===== src/rtl/mem_block_mover.sv =====
// rtl/mem_block_mover.sv - copy/fill block mover driving a single-port memory
module mem_block_mover #(
  parameter int ADDR_W = 4,
  parameter int DATA_W = 8
) (
  input  logic              clk,
  input  logic              rst_n,
  input  logic              start,
  input  logic              mode,
  input  logic [ADDR_W-1:0] src_addr,
  input  logic [ADDR_W-1:0] dst_addr,
  input  logic [4:0]        length,
  input  logic [DATA_W-1:0] fill_data,
  output logic              busy,
  output logic              done,
  output logic [4:0]        words_done,
  output logic              mem_write_en,
  output logic [ADDR_W-1:0] mem_addr,
  output logic [DATA_W-1:0] mem_write_data,
  input  logic [DATA_W-1:0] mem_read_data
);

  typedef enum logic [2:0] {IDLE, RD, WR, FILL, DONE} state_t;

  state_t            state;
  logic [ADDR_W-1:0] src_r;
  logic [ADDR_W-1:0] dst_r;
  logic [4:0]        len_r;
  logic [4:0]        i;
  logic [4:0]        eff_len;
  logic [4:0]        i_nxt;
  logic              last;

  assign eff_len = (length > 5'd16) ? 5'd16 : length;
  assign i_nxt   = i + 5'd1;
  assign last    = (i_nxt == len_r);

  // Outputs are registered for the state being entered. mem_write_data doubles
  // as the copy buffer (captured in RD) and as the latched fill value in FILL.
  always_ff @(posedge clk or negedge rst_n) begin
    if (!rst_n) begin
      state          <= IDLE;
      src_r          <= '0;
      dst_r          <= '0;
      len_r          <= '0;
      i              <= '0;
      busy           <= 1'b0;
      done           <= 1'b0;
      words_done     <= '0;
      mem_write_en   <= 1'b0;
      mem_addr       <= '0;
      mem_write_data <= '0;
    end else begin
      case (state)
        IDLE: begin
          if (start) begin
            src_r      <= src_addr;
            dst_r      <= dst_addr;
            len_r      <= eff_len;
            i          <= '0;
            words_done <= '0;
            if (eff_len == 5'd0) begin
              state <= DONE;
              done  <= 1'b1;
            end else if (mode) begin
              state          <= FILL;
              busy           <= 1'b1;
              mem_write_en   <= 1'b1;
              mem_addr       <= dst_addr;
              mem_write_data <= fill_data;
            end else begin
              state    <= RD;
              busy     <= 1'b1;
              mem_addr <= src_addr;
            end
          end
        end
        RD: begin
          state          <= WR;
          mem_write_en   <= 1'b1;
          mem_addr       <= dst_r + ADDR_W'(i);
          mem_write_data <= mem_read_data;
        end
        WR: begin
          i              <= i_nxt;
          words_done     <= words_done + 5'd1;
          mem_write_en   <= 1'b0;
          mem_write_data <= '0;
          if (last) begin
            state    <= DONE;
            busy     <= 1'b0;
            done     <= 1'b1;
            mem_addr <= '0;
          end else begin
            state    <= RD;
            mem_addr <= src_r + ADDR_W'(i_nxt);
          end
        end
        FILL: begin
          i          <= i_nxt;
          words_done <= words_done + 5'd1;
          if (last) begin
            state          <= DONE;
            busy           <= 1'b0;
            done           <= 1'b1;
            mem_write_en   <= 1'b0;
            mem_addr       <= '0;
            mem_write_data <= '0;
          end else begin
            mem_addr <= dst_r + ADDR_W'(i_nxt);
          end
        end
        DONE: begin
          done  <= 1'b0;
          state <= IDLE;
        end
        default: state <= IDLE;
      endcase
    end
  end

endmodule


===== config.mk =====
export PLATFORM = sky130hd
export DESIGN_NAME = mem_block_mover
export DESIGN_NICKNAME = d
export VERILOG_FILES = /design/src/rtl/mem_block_mover.sv
export SDC_FILE = /design/constraint.sdc
export NUM_CORES = 1
export LEC_CHECK = 0
export BUFFER_PORTS_ARGS = -buffer_cell sky130_fd_sc_hd__buf_2
export CORE_ASPECT_RATIO = 1.1
export CORE_MARGIN = 1.5
export CORE_UTILIZATION = 55
export CTS_CLUSTER_SIZE = 28
export DETAILED_ROUTE_END_ITERATION = 8
export GPL_TIMING_DRIVEN = 0
export PLACE_DENSITY_LB_ADDON = 0.15
export SLEW_MARGIN = 10
export SYNTH_ARGS = -nofsm -noshare
export SYNTH_HDL_FRONTEND = slang
export SYNTH_SLANG_ARGS = --single-unit

===== constraint.sdc =====
create_clock -name clk -period 2.9 [get_ports clk]
set_clock_uncertainty 0.1 [all_clocks]
set_input_delay 0.145 -clock clk [delete_from_list [all_inputs] [get_ports clk]]
set_output_delay 0.145 -clock clk [all_outputs]
set_load 0.01 [all_outputs]

Word level (Yosys, flattened, before mapping)
Index checks and enable logic that the tools add are counted.
- flip-flop bits (word level): 41
- latch bits: 0
- memory bits (writable): 0
- ROM bits: 0
- output and inout bits: 20
- word-level logic and storage cells: 74
- memories: 0
- add/subtract/negate cells: 5
- $mul: 0
- divide/modulo/power cells: 0
- $lt $le $gt $ge: 1
- equal/unequal tests: 11
- shift-type cells: 0
- multiplexer cells: 33
- bitwise logic cells: 0
- reductions and logical operators: 13
- operator list (operator ; number):
    8-bit two-way mux ; 4
    8-bit case mux with 4 select lines ; 1
    4-bit two-way mux ; 5
    5-bit case mux with 2 select lines ; 2
    4-bit case mux with 4 select lines ; 1
    4-bit adder ; 3
    3-bit two-way mux ; 4
    3-bit case mux with 4 select lines ; 1
    5-bit by 1-bit adder with 5-bit output, second input constant ; 2
    5-bit two-way mux ; 2
    2-bit != test, second input constant ; 5
    1-bit two-way mux ; 9
    4-bit AND reduction ; 2
    3-bit by 2-bit == test with 1-bit output, second input constant ; 2
    2-bit AND reduction ; 3
    5-bit == test ; 1
    5-bit greater-than comparator, second input constant ; 1
    5-bit zero test ; 1
    5-bit AND reduction ; 1
    1-bit case mux with 4 select lines ; 1
    4-bit nonzero test ; 1
    3-bit by 1-bit == test with 1-bit output, second input constant ; 1
    3-bit == test, second input constant ; 1
    3-bit zero test ; 1
    other kinds (8) ; 8

Depth between registers and ports, before layout
Gate-level depths: netlist of the first run.
- depth in word-level cells: 6
- mapped depth: 9

Least setup slack after synthesis of the first run
No wires, ideal clock.
- path type: register -> register
- start: register i[0]
- end: register mem_write_data[0]
- library setup time: 125 ps
- data arrival time: 2013 ps
- data required time: 2675 ps
- path slack: 662 ps
- stages on the path, launching flop included: 9
- buffers on the path: 1
- path through: dfrtp_1 -> ha_1 -> nand3_1 -> xor2_1 -> xor2_2 -> nand3_4 -> a31o_1 -> buf_6 -> mux2_4
- word-level cells in the longest chain between the ends: 4
- ends and longest elaborated chain (what ; line ; text):
    start: declaration ; 29 ; logic [4:0] i;
    start signal: assignment ; 85 ; i <= i_nxt;
    start signal: assignment ; 100 ; i <= i_nxt;
    5-bit by 1-bit adder with 5-bit output ; 35 ; assign i_nxt = i + 5'd1;
    5-bit == test ; 36 ; assign last = (i_nxt == len_r);
    2-bit != test (no line) ; - ;
    5-bit AND reduction (no line) ; - ;
    end signal: assignment ; 70 ; mem_write_data <= fill_data;
    end signal: assignment ; 82 ; mem_write_data <= mem_read_data;
    end: declaration ; 19 ; output logic [DATA_W-1:0] mem_write_data,
No other way between the ends.
A chain may end at the register's enable or synchronous reset.

Worst setup path in the final report of the first run
- start: register i[0]
- end: register mem_write_data[3]
The elaborated chain is that of the path after synthesis.

==> results of run 1 <==
[cell type report]
class                   count  area, um^2  share of cell area
multi-input cells         182        1370               0.458
inverters                   8        30.0              0.0100
plain buffers              12        52.6              0.0175
well taps                  54        67.6              0.0225
clock buffers               5        68.8              0.0229
flip-flops and latches     41        1030               0.342
repair buffers             61         355               0.118
clock inverters             3        25.0             0.00834
[worst max-delay path by stage]
stage	startpoint	endpoint	slack (ns)	cells after the start
3_5_place_dp	i[0]	mem_write_data[0]	0.43	8
5_1_grt	i[0]	mem_write_data[3]	0.24	8
4_1_cts	i[0]	mem_write_data[2]	0.39	8
2_1_floorplan	i[0]	mem_write_data[0]	0.66	8
6_report	i[0]	mem_write_data[3]	0.38	8
3_3_place_gp	i[0]	mem_write_data[2]	0.43	8
[state kept, by name, summed over array words and instances (netlist names)]
register and count:
dst_r 4, busy 1, src_r 4, mem_addr 4, len_r 5, mem_write_en 1
done 1, words_done 5, state 3, mem_write_data 8, i 5
[worst register-to-register path, stage by stage (launching register included)]
cell	delay, ns
dfrtp_1	0.53
ha_1	0.28
nand3_1	0.12
xor2_1	0.26
xor2_2	0.23
nand3_4	0.16
a31o_1	0.26
buf_6	0.15
mux2_4	0.30
[stage by stage]
step | cells | util | cell area (um^2) | hold WS [ns] | setup WS, ns
detailed placement | 348 | 0.650 | 2810 | 0.244 | 0.429
global route | 366 | 0.695 | 3000 | 0.0198 | 0.241
global placement | 348 | 0.650 | 2810 | 0.233 | 0.430
floorplan | 243 | - | 2480 | -0.251 | 0.662
CTS | 366 | 0.695 | 3000 | 0.00389 | 0.387
finish | 366 | 0.695 | 3000 | 0.00553 | 0.383
[layer usage]
layer  wire, um  part of all wire  global-route usage  up-vias
met5          0                 0                   0        -
met1       2570              0.46               0.322      982
li1           -                 -                   -      994
met4         93             0.017              0.0726        0
met3        265             0.047              0.0536       10
met2       2670              0.48               0.389       59
[cells by family after synthesis]
family | synth area share
DFF | 0.413
AOI/OAI and AO/OA | 0.169
muxes | 0.109
and+or+nand+nor | 0.119
buffers and inverters | 0.0333
adders and majority gates | 0.0796
xor gates and xnor gates | 0.0756
[cell usage after synthesis (2+ instances only)]
| cell type | number | area [um^2] |
|---|---|---|
| dfrtp_1 | 41 | 1030 |
| nand2_1 | 29 | 109 |
| o21ai_0 | 22 | 110 |
| a21oi_1 | 13 | 65.1 |
| ha_1 | 11 | 138 |
| nand3_1 | 10 | 50.1 |
| a22oi_1 | 9 | 67.6 |
| mux2_2 | 9 | 101 |
| clkbuf_1 | 8 | 30.0 |
| mux2_4 | 8 | 120 |
| nor2_1 | 8 | 30.0 |
| xnor2_1 | 8 | 70.1 |
| inv_1 | 7 | 26.3 |
| xor2_1 | 6 | 52.6 |
| a21o_1 | 5 | 37.5 |
| mux2i_1 | 5 | 50.1 |
| nand2b_1 | 5 | 31.3 |
| o21ai_1 | 4 | 20.0 |
| buf_1 | 3 | 11.3 |
| fa_1 | 3 | 60.1 |
| xor2_2 | 3 | 48.8 |
| a211oi_1 | 2 | 15.0 |
| a31oi_1 | 2 | 12.5 |
| o22a_1 | 2 | 17.5 |
| o22ai_1 | 2 | 12.5 |
[where the power goes]
| group | total [mW] | internal, mW | switching, mW |
|---|---|---|---|
| Combinational | 2.21 | 1.04 | 1.17 |
| Clock | 0.413 | 0.176 | 0.238 |
| Sequential | 1.06 | 0.838 | 0.224 |
==> impl_metrics.tcl, run 1 <==
set metrics [dict create \
    wl_per_cell_um 15.3 \
    avgSynthCellArea_um2 10.2 \
    r2r-end "mem_write_data[3]" \
    grt_max_degree 42 \
    grt_pass1_vias 1865 \
    clock_sinks 41 \
    layout_min_cycle_time_ns 2.52 \
    netlist_instances 243 \
    ctsResizeCount 0 \
    status "finished clean" \
    slowest_stage "dfrtp_1" \
    rr_startpoint "i[0]" \
    ys_ff_latch 41 \
    hold_class "input pin to flip-flop" \
    layout_common_cells "buf_2 (51), dfrtp_1 (41), nand2_1 (29), o21ai_0 (22), a21oi_1 (13)" \
    leakagePower_nw 1.43 \
    synth_nets 290 \
    finalSetupTns_ns 0 \
    antenna_found_initial 0 \
    vias 2045 \
    synth_edf_count 0 \
    hold_buffers 10 \
    async_reset_ff_frac 1.00 \
    clk-insertion-delay-late_ns 0.31 \
    rows 25 \
    yosysUniqueCellTypes 43 \
    ios 53 \
    grt_pass1_wl_mm 8.77 \
    whs_path_depth 3 \
    p_per_area_nw_per_um2 1230 \
    clk_pin_slew_ns 0.10 \
    hp-start "length[3]" \
    drv_cap 0 \
    yosysWarnings 0 \
    cts_buffers 5 \
    hold_viol 0 \
    crit_family "flip-flops" \
    cpPeakStageDelay_ns 0.53 \
    final_common_cell "buf_2" \
    ctsRootBufferMaster "clkbuf_8" \
    r2r_cells 8 \
    gp_congestion 0.867 \
    fillCellCount 336 \
    crit_path_end_kind "flip-flop" \
    finalSetupViolCount 0 \
    grt.overflow.total 0 \
    hold_end "len_r[3]" \
    initial_core_util 0.575 \
    drive_above_1_share 0.272 \
    fp.coreArea_um2 4320 \
    syn_to_final_growth_pct 20.8 \
    syn_area_um2 2480 \
    worstPathMaxFanout 9 \
    drt-initial-drc-count 93 \
    ys.flop_type "dfrtp_1" \
    detail-route-antenna-nets 0 \
    port-buffer-count 51 \
    drc 0 \
    max-slew-margin-rel 0.370 \
    drv_slew 0 \
    cts_max_path_buffers 2 \
    die_w_um 67.1 \
    fp.dieH_um 73.5 \
    dpl.hpwl_mm 3.97 \
    detail_route.wirelength_mm 5.60 \
    fin_crit_sh 0.868 \
    rsz0062_at_grt "false" \
    peakVddDrop_mv 0.594 \
    cts_max_level 2 \
    cts_setup_buffers 0 \
    crit_buf_inv 1 \
    setup.worst_path.start_class "flip-flop" \
    r2r_slack_ns 0.38 \
    die_area_um2 4930 \
    grt_usage 0.240 \
    yosysSeqAreaShare 0.413 \
    fmax_ghz 0.397 \
    fin_nets 358 \
    worst_pin_slew_ns 0.945 \
    diodes 0 \
    viasPerCell 5.59 \
    cts_tree "done" \
    firstDrtPassIters 4 \
    path_class "flip-flop to flip-flop" \
    crit_chain "ha_1 > nand3_1 > xor2_1 > xor2_2 > nand3_4 > a31o_1 > buf_6 > mux2_4" \
    cp.required_ns 2.99 \
    cp.arrival_ns 2.61 \
    power_mw 3.69 \
]
Note: power is estimated with default switching activity, not from simulation.
==> inputs of run 2 (changes only) <==
CELL_PAD_IN_SITES_DETAIL_PLACEMENT = 0   (was not set)
CELL_PAD_IN_SITES_GLOBAL_PLACEMENT = 2   (was not set)
CORE_UTILIZATION = 34   (was 55)
==> run 2 against run 1 <==
  * The run now ends with negative hold slack left
  * First-iteration DRC count grew 1.1%
  * Setup slack lost 0.0095 ns
  * Combinational power is essentially flat
  * Global-route usage shrank 7.3 points
  * Critical path type unchanged
  * Largest cell class unchanged
==> impl_metrics.tcl, run 2 (synthesis results as in run 1) <==
set metrics [dict create \
    drv_slew 0 \
    gp_congestion 0.730 \
    crit_path_end_kind "flip-flop" \
    antenna_found_initial 0 \
    hold_viol 1 \
    ctsResizeCount 0 \
    drt-initial-drc-count 94 \
    drv_cap 0 \
    ios 53 \
    power.switching_mw 1.61 \
    final_common_cell "buf_2" \
    syn_to_final_growth_pct 21.5 \
    hold_class "input pin to flip-flop" \
    largest_reg_flops 8 \
    cts_setup_buffers 0 \
    finalSetupTns_ns 0 \
    clockPowerShare 0.102 \
    rows 32 \
    seqPwrFrac 0.292 \
    cts_max_level 2 \
    rsz0062_at_grt "false" \
    regMostFlops "mem_write_data" \
    peakVddDrop_mv 0.454 \
    p_sw_frac 0.440 \
    clk-insertion-delay-late_ns 0.30 \
    max-slew-margin-rel 0.367 \
    wl_per_cell_um 15.3 \
    leakagePower_nw 1.43 \
    setup.worst_path.start_class "flip-flop" \
    setup_slack_ns 0.373 \
    hold_ws_ns -0.00378 \
    cpPeakStageDelay_ns 0.51 \
    clk_pin_slew_ns 0.09 \
    detail_route.wirelength_mm 6.07 \
    layout_common_cells "buf_2 (51), dfrtp_1 (41), nand2_1 (29), o21ai_0 (22), a21oi_1 (13)" \
    cp.arrival_ns 2.61 \
    detail-route-antenna-nets 0 \
    power_mw 3.65 \
    viasPerCell 4.97 \
    initial_core_util 0.352 \
    grt_pass1_vias 1951 \
    pwr-share-comb 0.606 \
    violations "negative hold slack" \
    p_per_area_nw_per_um2 1210 \
    grt.overflow.total 0 \
    fin_nets 357 \
    dpl.hpwl_mm 4.45 \
    grt_max_degree 42 \
    regArea_um2 1030 \
    cts_max_path_buffers 2 \
    multi_input_area_um2 1370 \
    slowest_stage "dfrtp_1" \
    clock_sinks 41 \
    intPower_mw 2.04 \
    die_w_um 84.5 \
    firstDrtPassIters 4 \
    layout_min_cycle_time_ns 2.53 \
    cts_buffers 5 \
    post-place-ws_ns 0.383 \
    drc 0 \
    crit_chain "ha_1 > xnor2_2 > xnor2_1 > nor3_4 > nand3_4 > a31o_1 > buf_6 > mux2_4" \
    fmax_ghz 0.396 \
    vias 1967 \
    drive_above_1_share 0.270 \
    fp.dieH_um 92.6 \
    worstPathMaxFanout 9 \
    die_area_um2 7820 \
    finalSetupViolCount 0 \
    path_class "flip-flop to flip-flop" \
    fin_crit_sh 0.871 \
    diodes 0 \
    fillCellCount 713 \
    fp.coreArea_um2 7050 \
    grt_pass1_wl_mm 10.2 \
    status "finished with violations" \
    ctsRootBufferMaster "clkbuf_8" \
    grt_usage 0.167 \
    cp.required_ns 2.99 \
    cts_tree "done" \
    port-buffer-count 51 \
    worst_pin_slew_ns 0.949 \
]
[run 2: through the flow]
step / cells / utilization / hold slack [ns] / cell area (um^2)
finish: 396 / 0.428 / -0.00378 / 3020
global route: 396 / 0.428 / 0.0111 / 3020
CTS: 396 / 0.428 / 0.000454 / 3020
detailed placement: 379 / 0.404 / 0.260 / 2840
global placement: 379 / 0.404 / 0.264 / 2840
floorplan: 243 / - / -0.251 / 2480
[run 2: worst paths after layout]
kind	cells after the start	to	start	slack, ns
hold reg to reg	1	mem_addr[0]	mem_addr[0]	0.40
max in group asynchronous	2	src_r[3]	rst_n	1.68
setup reg to reg	8	mem_write_data[4]	i[0]	0.37
hold / removal	3	len_r[0]	length[0]	-0.004
min in group asynchronous	2	words_done[3]	rst_n	0.43
setup / recovery	8	mem_write_data[4]	i[0]	0.37
[run 2: critical path: cells and delay by family (launching register included)]
family / cells / cell delay, ns
multiplexers: 1 / 0.30
buffers and inverters: 1 / 0.15
AO/OA/AOI/OAI: 1 / 0.26
adder cells (fa/ha/maj): 1 / 0.30
XOR/XNOR: 2 / 0.36
AND/OR/NAND/NOR: 2 / 0.43
flip-flops: 1 / 0.51
[run 2: power by group through the flow]
| stage | sequential [mW] | combinational (mW) | clock [mW] |
|---|---|---|---|
| final | 1.06 | 2.21 | 0.372 |
| after global routing | 1.11 | 2.52 | 0.407 |
| after CTS | 1.07 | 2.25 | 0.382 |
| after detailed placement | 1.08 | 2.23 | 0 |
| after global placement | 1.08 | 2.23 | 0 |
| after floorplan | 1.08 | 1.67 | 0 |
[run 2: final cells by class]
type | count | share of cell area
Multi-Input combinational cell | 182 | 0.455
Sequential cell | 41 | 0.340
Timing Repair Buffer | 60 | 0.114
Tap cell | 85 | 0.0353
Clock buffer | 6 | 0.0241
Buffer | 12 | 0.0174
Inverter | 8 | 0.00995
Clock inverter | 2 | 0.00332
[run 2: metal layers]
metal,vias up,wire [um],GRT usage
met4,0,76,0.0484
met5,-,0,0
li1,992,-,-
met1,935,2890,0.222
met3,6,189,0.0330
met2,34,2910,0.277
[run 2: repair_timing]
item                                    in CTS  in global routing
endpoints found under the setup margin       0                  0
hold buffers                                 9                  0
hold endpoints to repair                    49                  0
